--- config.mk ---
export PLATFORM = sky130hd
export DESIGN_NAME = exec_ctrl
export DESIGN_NICKNAME = d
export VERILOG_FILES = /design/src/rtl/exec_ctrl.sv
export SDC_FILE = /design/constraint.sdc
export NUM_CORES = 1
export LEC_CHECK = 0
export BUFFER_PORTS_ARGS = -buffer_cell sky130_fd_sc_hd__buf_2
export CELL_PAD_IN_SITES_DETAIL_PLACEMENT = 1
export CELL_PAD_IN_SITES_GLOBAL_PLACEMENT = 1
export CORE_MARGIN = 10
export CORE_UTILIZATION = 38
export CTS_CLUSTER_DIAMETER = 150
export CTS_CLUSTER_SIZE = 8
export DETAILED_ROUTE_END_ITERATION = 10
export PLACE_DENSITY_LB_ADDON = 0.05
export SYNTH_ARGS = -nofsm -noshare
export SYNTH_HDL_FRONTEND = slang
export SYNTH_SLANG_ARGS = --single-unit
export TNS_END_PERCENT = 20
--- constraint.sdc ---
create_clock -name clk -period 2.1 [get_ports clk]
set_clock_uncertainty 0.05 [all_clocks]
set_input_delay 0.21 -clock clk [delete_from_list [all_inputs] [get_ports clk]]
set_output_delay 0.21 -clock clk [all_outputs]
set_load 0.02 [all_outputs]
--- src/rtl/exec_ctrl.sv ---
// Execute-stage sequencer: decodes a latched instruction and drives ALU,
// register-file, memory-path and PC controls as a Moore FSM.
module exec_ctrl #(
    parameter int MFC_TIMEOUT = 16
) (
    input  logic        clk,
    input  logic        rst,
    input  logic        fetch_done,
    input  logic [15:0] ir,
    input  logic        MFC,
    output logic [3:0]  src_a_sel,
    output logic [3:0]  src_b_sel,
    output logic [3:0]  dst_sel,
    output logic        rf_we,
    output logic [2:0]  alu_op,
    output logic        alu_out_en,
    output logic        MAR_EN,
    output logic        mem_EN,
    output logic        mem_RW,
    output logic        MDR_EN_read,
    output logic        MDR_EN_write,
    output logic        MDR_out,
    output logic        PC_inc,
    output logic        PC_load,
    output logic        done,
    output logic        halted,
    output logic        illegal,
    output logic        bus_err
);

    localparam int CW = (MFC_TIMEOUT > 1) ? $clog2(MFC_TIMEOUT) : 1;
    localparam logic [CW-1:0] CNT_LAST = CW'(MFC_TIMEOUT - 1);
    localparam logic [CW-1:0] CNT_ONE  = CW'(1);

    typedef enum logic [3:0] {
        S_IDLE   = 4'd0,
        S_DECODE = 4'd1,
        S_ALU    = 4'd2,
        S_WB     = 4'd3,
        S_ADDR   = 4'd4,
        S_MEMRD  = 4'd5,
        S_LDWB   = 4'd6,
        S_MEMWR  = 4'd7,
        S_JMP    = 4'd8,
        S_RETIRE = 4'd9,
        S_HALT   = 4'd10
    } state_t;

    state_t          state_q, state_d;
    logic [15:0]     ir_q, ir_d;
    logic [CW-1:0]   wait_cnt_q, wait_cnt_d;
    logic            bus_err_q, bus_err_d;
    logic [3:0]      op_s;

    assign op_s    = ir_q[15:12];
    assign bus_err = bus_err_q;

    // State, instruction and wait-counter registers
    always_ff @(posedge clk or posedge rst) begin
        if (rst) begin
            state_q    <= S_IDLE;
            ir_q       <= 16'h0000;
            wait_cnt_q <= '0;
            bus_err_q  <= 1'b0;
        end else begin
            state_q    <= state_d;
            ir_q       <= ir_d;
            wait_cnt_q <= wait_cnt_d;
            bus_err_q  <= bus_err_d;
        end
    end

    // Next-state logic; MFC only matters in the two memory wait states
    always_comb begin
        state_d    = state_q;
        ir_d       = ir_q;
        wait_cnt_d = wait_cnt_q;
        bus_err_d  = bus_err_q;
        case (state_q)
            S_IDLE: begin
                if (fetch_done) begin
                    ir_d    = ir;
                    state_d = S_DECODE;
                end else begin
                    state_d = S_IDLE;
                end
            end
            S_DECODE: begin
                wait_cnt_d = '0;
                case (op_s)
                    4'd0:                      state_d = S_RETIRE;
                    4'd1, 4'd2, 4'd3, 4'd4:    state_d = S_ALU;
                    4'd5, 4'd6:                state_d = S_ADDR;
                    4'd7:                      state_d = S_JMP;
                    4'd8:                      state_d = S_HALT;
                    default:                   state_d = S_RETIRE;
                endcase
            end
            S_ALU:  state_d = S_WB;
            S_WB:   state_d = S_RETIRE;
            S_ADDR: begin
                wait_cnt_d = '0;
                if (op_s == 4'd6) begin
                    state_d = S_MEMWR;
                end else begin
                    state_d = S_MEMRD;
                end
            end
            S_MEMRD, S_MEMWR: begin
                // MFC on the final allowed cycle still counts as success
                if (MFC) begin
                    state_d = (state_q == S_MEMRD) ? S_LDWB : S_RETIRE;
                end else if (wait_cnt_q == CNT_LAST) begin
                    bus_err_d = 1'b1;
                    state_d   = S_RETIRE;
                end else begin
                    wait_cnt_d = wait_cnt_q + CNT_ONE;
                end
            end
            S_LDWB:   state_d = S_RETIRE;
            S_JMP:    state_d = S_RETIRE;
            S_RETIRE: state_d = S_IDLE;
            S_HALT:   state_d = S_HALT;
            default:  state_d = S_IDLE;
        endcase
    end

    // Moore output decode from state and latched instruction
    always_comb begin
        src_a_sel    = 4'd0;
        src_b_sel    = 4'd0;
        dst_sel      = 4'd0;
        rf_we        = 1'b0;
        alu_op       = 3'b000;
        alu_out_en   = 1'b0;
        MAR_EN       = 1'b0;
        mem_EN       = 1'b0;
        mem_RW       = 1'b0;
        MDR_EN_read  = 1'b0;
        MDR_EN_write = 1'b0;
        MDR_out      = 1'b0;
        PC_inc       = 1'b0;
        PC_load      = 1'b0;
        done         = 1'b0;
        halted       = 1'b0;
        illegal      = 1'b0;
        if (state_q != S_IDLE) begin
            src_a_sel = ir_q[7:4];
            src_b_sel = ir_q[3:0];
            dst_sel   = ir_q[11:8];
        end else begin
            src_a_sel = 4'd0;
        end
        case (state_q)
            S_ALU: alu_op = op_s[2:0];
            S_WB: begin
                alu_op     = op_s[2:0];
                alu_out_en = 1'b1;
                rf_we      = 1'b1;
            end
            S_ADDR: begin
                alu_op     = 3'b000;
                alu_out_en = 1'b1;
                MAR_EN     = 1'b1;
            end
            S_MEMRD: begin
                mem_EN      = 1'b1;
                mem_RW      = 1'b1;
                MDR_EN_read = 1'b1;
            end
            S_LDWB: begin
                MDR_out = 1'b1;
                rf_we   = 1'b1;
            end
            S_MEMWR: begin
                mem_EN       = 1'b1;
                mem_RW       = 1'b0;
                MDR_EN_write = 1'b1;
            end
            S_JMP: PC_load = 1'b1;
            S_RETIRE: begin
                done    = 1'b1;
                PC_inc  = (op_s != 4'd7);
                illegal = (op_s >= 4'd9);
            end
            S_HALT:  halted = 1'b1;
            default: done = 1'b0;
        endcase
    end

endmodule

# ---- Word-level counts from Yosys, hierarchy flattened
# Memories as Yosys holds them, arrays and structs flattened.
# Cells that the tools add are included.
# W data, S select, Z words.
dict set report totals {
  wordCells 61
  register_bits 25
  mem_count 1
  inputBits 20
  out_inout_bits 29
  rom_bits 64
}
# memory words width rd rd_clocked_by_memory_dff write_ports line_no
set mem_list {}
lappend mem_list {{(name not given)} 16 4 1 0 0 90} ;# case (op_s)
dict set report op_classes {
  n_lt_le_gt_ge 1
  n_addsub 1
  muxes 25
  reduce_logical 12
  bitwise_logic 1
  n_eq_ne 16
}
# operator n
set ops {}
lappend ops {{$mux W4} 8}
lappend ops {{$pmux W4 S7} 1}
lappend ops {{$eq A4 B3 Y1 const B} 5}
lappend ops {{$eq A4 B4 Y1 const B} 4}
lappend ops {{$mux W1} 13}
lappend ops {{$reduce_or A2 Y1} 5}
lappend ops {{$eq A4 B2 Y1 const B} 2}
lappend ops {{$pmux W4 S2} 1}
lappend ops {{$reduce_and A3 Y1} 2}
lappend ops {{$add A4 B1 Y4 const B} 1}
lappend ops {{$eq A4 B1 Y1 const B} 1}
lappend ops {{$ge A4 B4 Y1 const B} 1}
lappend ops {{$logic_not A4 Y1} 1}
lappend ops {{$ne A2 B2 Y1 const B} 2}
lappend ops {{$ne A4 B3 Y1 const B} 1}
lappend ops {{$reduce_bool A4 Y1} 1}
lappend ops {{$mux W3} 1}
lappend ops {{$ne A3 B1 Y1 const B} 1}
lappend ops {{$reduce_or A3 Y1} 1}
lappend ops {{$mux W2} 1}
lappend ops {{$reduce_and A2 Y1} 1}
lappend ops {{$reduce_bool A2 Y1} 1}
lappend ops {{$not A1 Y1} 1}

# ---- Longest topological paths before layout
dict set report depth {
  ltp_word 4
  ltp_mapped 6
  ltp_nobuf 6
}

# ---- Worst setup path before layout
# No wires, ideal clock.
dict set report synth_timing {
  kind {register to output}
  start {reg state_q[2]}
  end {out mem_RW}
  t_required_ns 1.840
  stages_incl_launch_ff 6
  t_arrival_ns 1.397
  path_slack_ns 0.443
  n_path_buf 3
  path_cell_list {dfrtp_1 buf_6 clkbuf_1 nand2b_1 nor2_1 buf_4}
}
dict set report synth_via {
  elab_chain_cells 2
}
# element line_no
set synth_lines {}
lappend synth_lines {{start, declared} 49} ;# state_t state_q, state_d;
lappend synth_lines {{start signal, assigned} 66} ;# state_q <= state_d;
lappend synth_lines {{$eq A4 B3 Y1} -}
lappend synth_lines {{$mux W1} -}
lappend synth_lines {{end, declared} 19} ;# output logic mem_RW,
# No other way between the ends.

# ---- Final worst setup path
dict set report layout_timing {
  start {reg state_q[1]}
  end {out illegal}
}
dict set report layout_via {
  elab_chain_cells 2
}
# element line_no
set layout_lines {}
lappend layout_lines {{$eq A4 B4 Y1} 154} ;# case (state_q)
lappend layout_lines {{$mux W1} 154}
lappend layout_lines {{end, declared} 27} ;# output logic illegal,
# No other way between the ends.

==> results.cfg <==
[cts]
clkTransAtPathRegs_ps = 100
cts_root_buf = clkbuf_8
cts_tree = done
clock_sinks = 25
cts.path.max_buffers = 2
insertion_delay_ps = 280
cts_buffers = 3
post_cts.repair.setup_buffers = 0
htreeDepth = 1

[setup_path]
crit_arrival_ps = 1710
worstSetupEndpointType = primary output
cp-start-kind = register
r2r-start = wait_cnt_q[0]$_DFFE_PP0P_
worstSetupStartpoint = state_q[1]$_DFFE_PP0P_
critPathMaxFanout = 12
path_class = reg -> out
cp.required_ps = 1840

[synth]
seq_area_frac_synth_pct = 39.8
synth_fa_ha_area_share_pct = 4.78
ys_warn_count = 0
yosysTopAreaCell = dfrtp_1
synth_edf_count = 0
ys_top_cells_by_count = dfrtp_1 (25), nor2b_1 (14), mux2_4 (10), nor2_1 (10), nand2_1 (9)
yosys.area_share.simple_pct = 22.3
ys_ff_latch = 25
synth_top_family_by_area = simple AND/OR/NAND/NOR gates
syn-cell-area_sq_um = 1570
synthTopCellsByArea = dfrtp_1 (40%), mux2_4 (9.6%), nor2b_1 (5.6%), mux2_2 (5.0%), ha_1 (4.8%)
syn_nets = 176
synthMuxAreaShare_pct = 17.1
synth_xor_area_share_pct = 1.12
synth_top_area_share_pct = 39.8
async_flop_share_pct = 100
avgSynthCellArea_sq_um = 10.5
synthDistinctLibCells = 38
synthCells = 150
synth-main-ff-cell = dfrtp_1
yosysMostFrequentCell = dfrtp_1
synth_compound_area_share_pct = 9.40

[detailed_routing]
vias = 1235
drt-vias-per-instance = 4.98
drc = 0
drt-total-wl_um = 4060
dr.pass1.iters = 3
drtAntennaViolNets = 0
avgRoutedWirePerCell_um = 16.4
first_iter_violations = 40

[timing]
postLayoutSetupSlackWorst_ps = 129
min_period_ps = 1970
rsz0062_at_grt = false
slew_viol_final = 0
tns_ps = 0
hold_viol = 0
slew_headroom_pct = 57.2
setup_viol = 0
fin_crit_sh_pct = 93.8
holdWs_ps = 108
fmax_mhz = 507
tightest_slew_ps = 641

[die]
start_util_pct = 39.3
num_rows = 23
dieHeight_um = 84.3
die_area_sq_um = 7100
fp.coreArea_sq_um = 4000
die_w_um = 84.3
io_pins = 49

[grt]
first_global_vias = 1418
antenna_found_initial = 0
grt_pass1_wl_um = 6890
gr-total-overflow = 0
grt_max_degree = 18
track_usage_pct = 11.4

[placed_design]
hpwl_um = 3260
dpl_worst_slack_ps = 330
place_congestion = 0.728
numPortBuffers = 48

[cells_and_area]
fillerInstances = 464
nets = 225
drive_gt1_share_pct = 39.4
multi_input_area_sq_um = 860
diodes = 0
syn_to_final_growth_pct = 21.6
seq_area_sq_um = 627

[run]
drv_cap = 0

[hold_path]
worstHoldPathType = in -> reg
hp-start = ir[3]

[power_and_ir_drop]
peakVddDrop_v = 0.000674
p_per_area_nw_per_um2 = 1590
leakagePower_nw = 1.03

[run_status]
status = complete, no violations
-- report_power, final --
part	internal, W	total (W)	switching (W)	leakage, nW
registers	0.000690	0.000919	0.000230	0.309
clock network	0.000139	0.000305	0.000166	0.0261
logic	0.000823	0.00181	0.000987	0.694
total	0.00165	0.00303	0.00138	1.03
-- cell type report --
cell class | count | area share, %
clock buffer | 3 | 2.16
clock inverter | 1 | 0.459
inverter | 6 | 1.18
multi-input combinational | 109 | 45.0
sequential | 25 | 32.8
tap | 50 | 3.28
timing repair buffer | 54 | 15.1
-- layout by cell type (no fill, tap or decap), types with 2 or more instances in the layout --
master     n
mux2_2     7
nor3_1     4
and3_1     5
buf_2     48
and2b_1    3
nand2b_1   4
nor2_1    10
a21oi_1    4
buf_4      5
ha_1       6
nand3b_1   3
dfrtp_1   24
xor2_1     2
mux2i_1    4
o311a_1    2
nand2_1    9
inv_1      6
a21o_1     3
o21ai_0    4
clkbuf_8   3
nor2b_1   14
mux2_4    10
-- per-layer routing --
metal,part of all wire [%],track usage [%],wire length [um]
met1,47,13.9,1900
met2,47,19.1,1920
met3,4.9,3.38,198
met4,0.94,3.20,38
met5,0,0,0
-- repair_timing --
action / CTS / global route
hold endpoints to repair: 16 / 0
gates resized for setup: 0 / 1
setup endpoints to repair: 0 / 3
hold buffers: 1 / 0
-- logic make-up (layout without fill, tap and decap cells) --
logic type | count (synthesis) | in the layout
simple gates | 59 | 59
flops | 25 | 25
compound gates | 21 | 21
mux | 21 | 21
buf+inv | 16 | 64
fa+ha+maj | 6 | 6
xor+xnor | 2 | 2
-- registers in the layout, summed over array words and instances, names as in the netlist --
name,flops
bus_err,1
ir_q,16
state_q,4
wait_cnt_q,4
-- per-stage QoR --
stage	utilization, %	std cells	instance area, sq um	power, W
2_1_floorplan	-	150	1570	0.00225
3_3_place_gp	46.2	243	1850	0.00269
3_5_place_dp	46.2	243	1850	0.00276
4_1_cts	47.7	248	1910	0.00309
5_1_grt	47.7	248	1910	0.00328
6_report	47.7	248	1910	0.00303
-- path summary, 6_finish.rpt --
path / end / slack, ps / depth (start not counted)
worst min-delay path: ir_q[3]$_DFFE_PP0P_ / 110 / 2
max in group asynchronous: state_q[0]$_DFFE_PP0P_ / 900 / 4
min in group asynchronous: ir_q[2]$_DFFE_PP0P_ / 500 / 3
worst max-delay path: illegal / 130 / 5
worst max register to register: state_q[1]$_DFFE_PP0P_ / 370 / 5
worst min register to register: bus_err$_DFFE_PP0P_ / 410 / 1
-- worst max-delay path: stages, from the launching register on --
cell and delay [ps]:
dfrtp_1 490, buf_4 220, nand2b_1 180, nor2_1 190
o311a_1 190, buf_2 160
No activity file was read; power rests on OpenSTA's default activity.
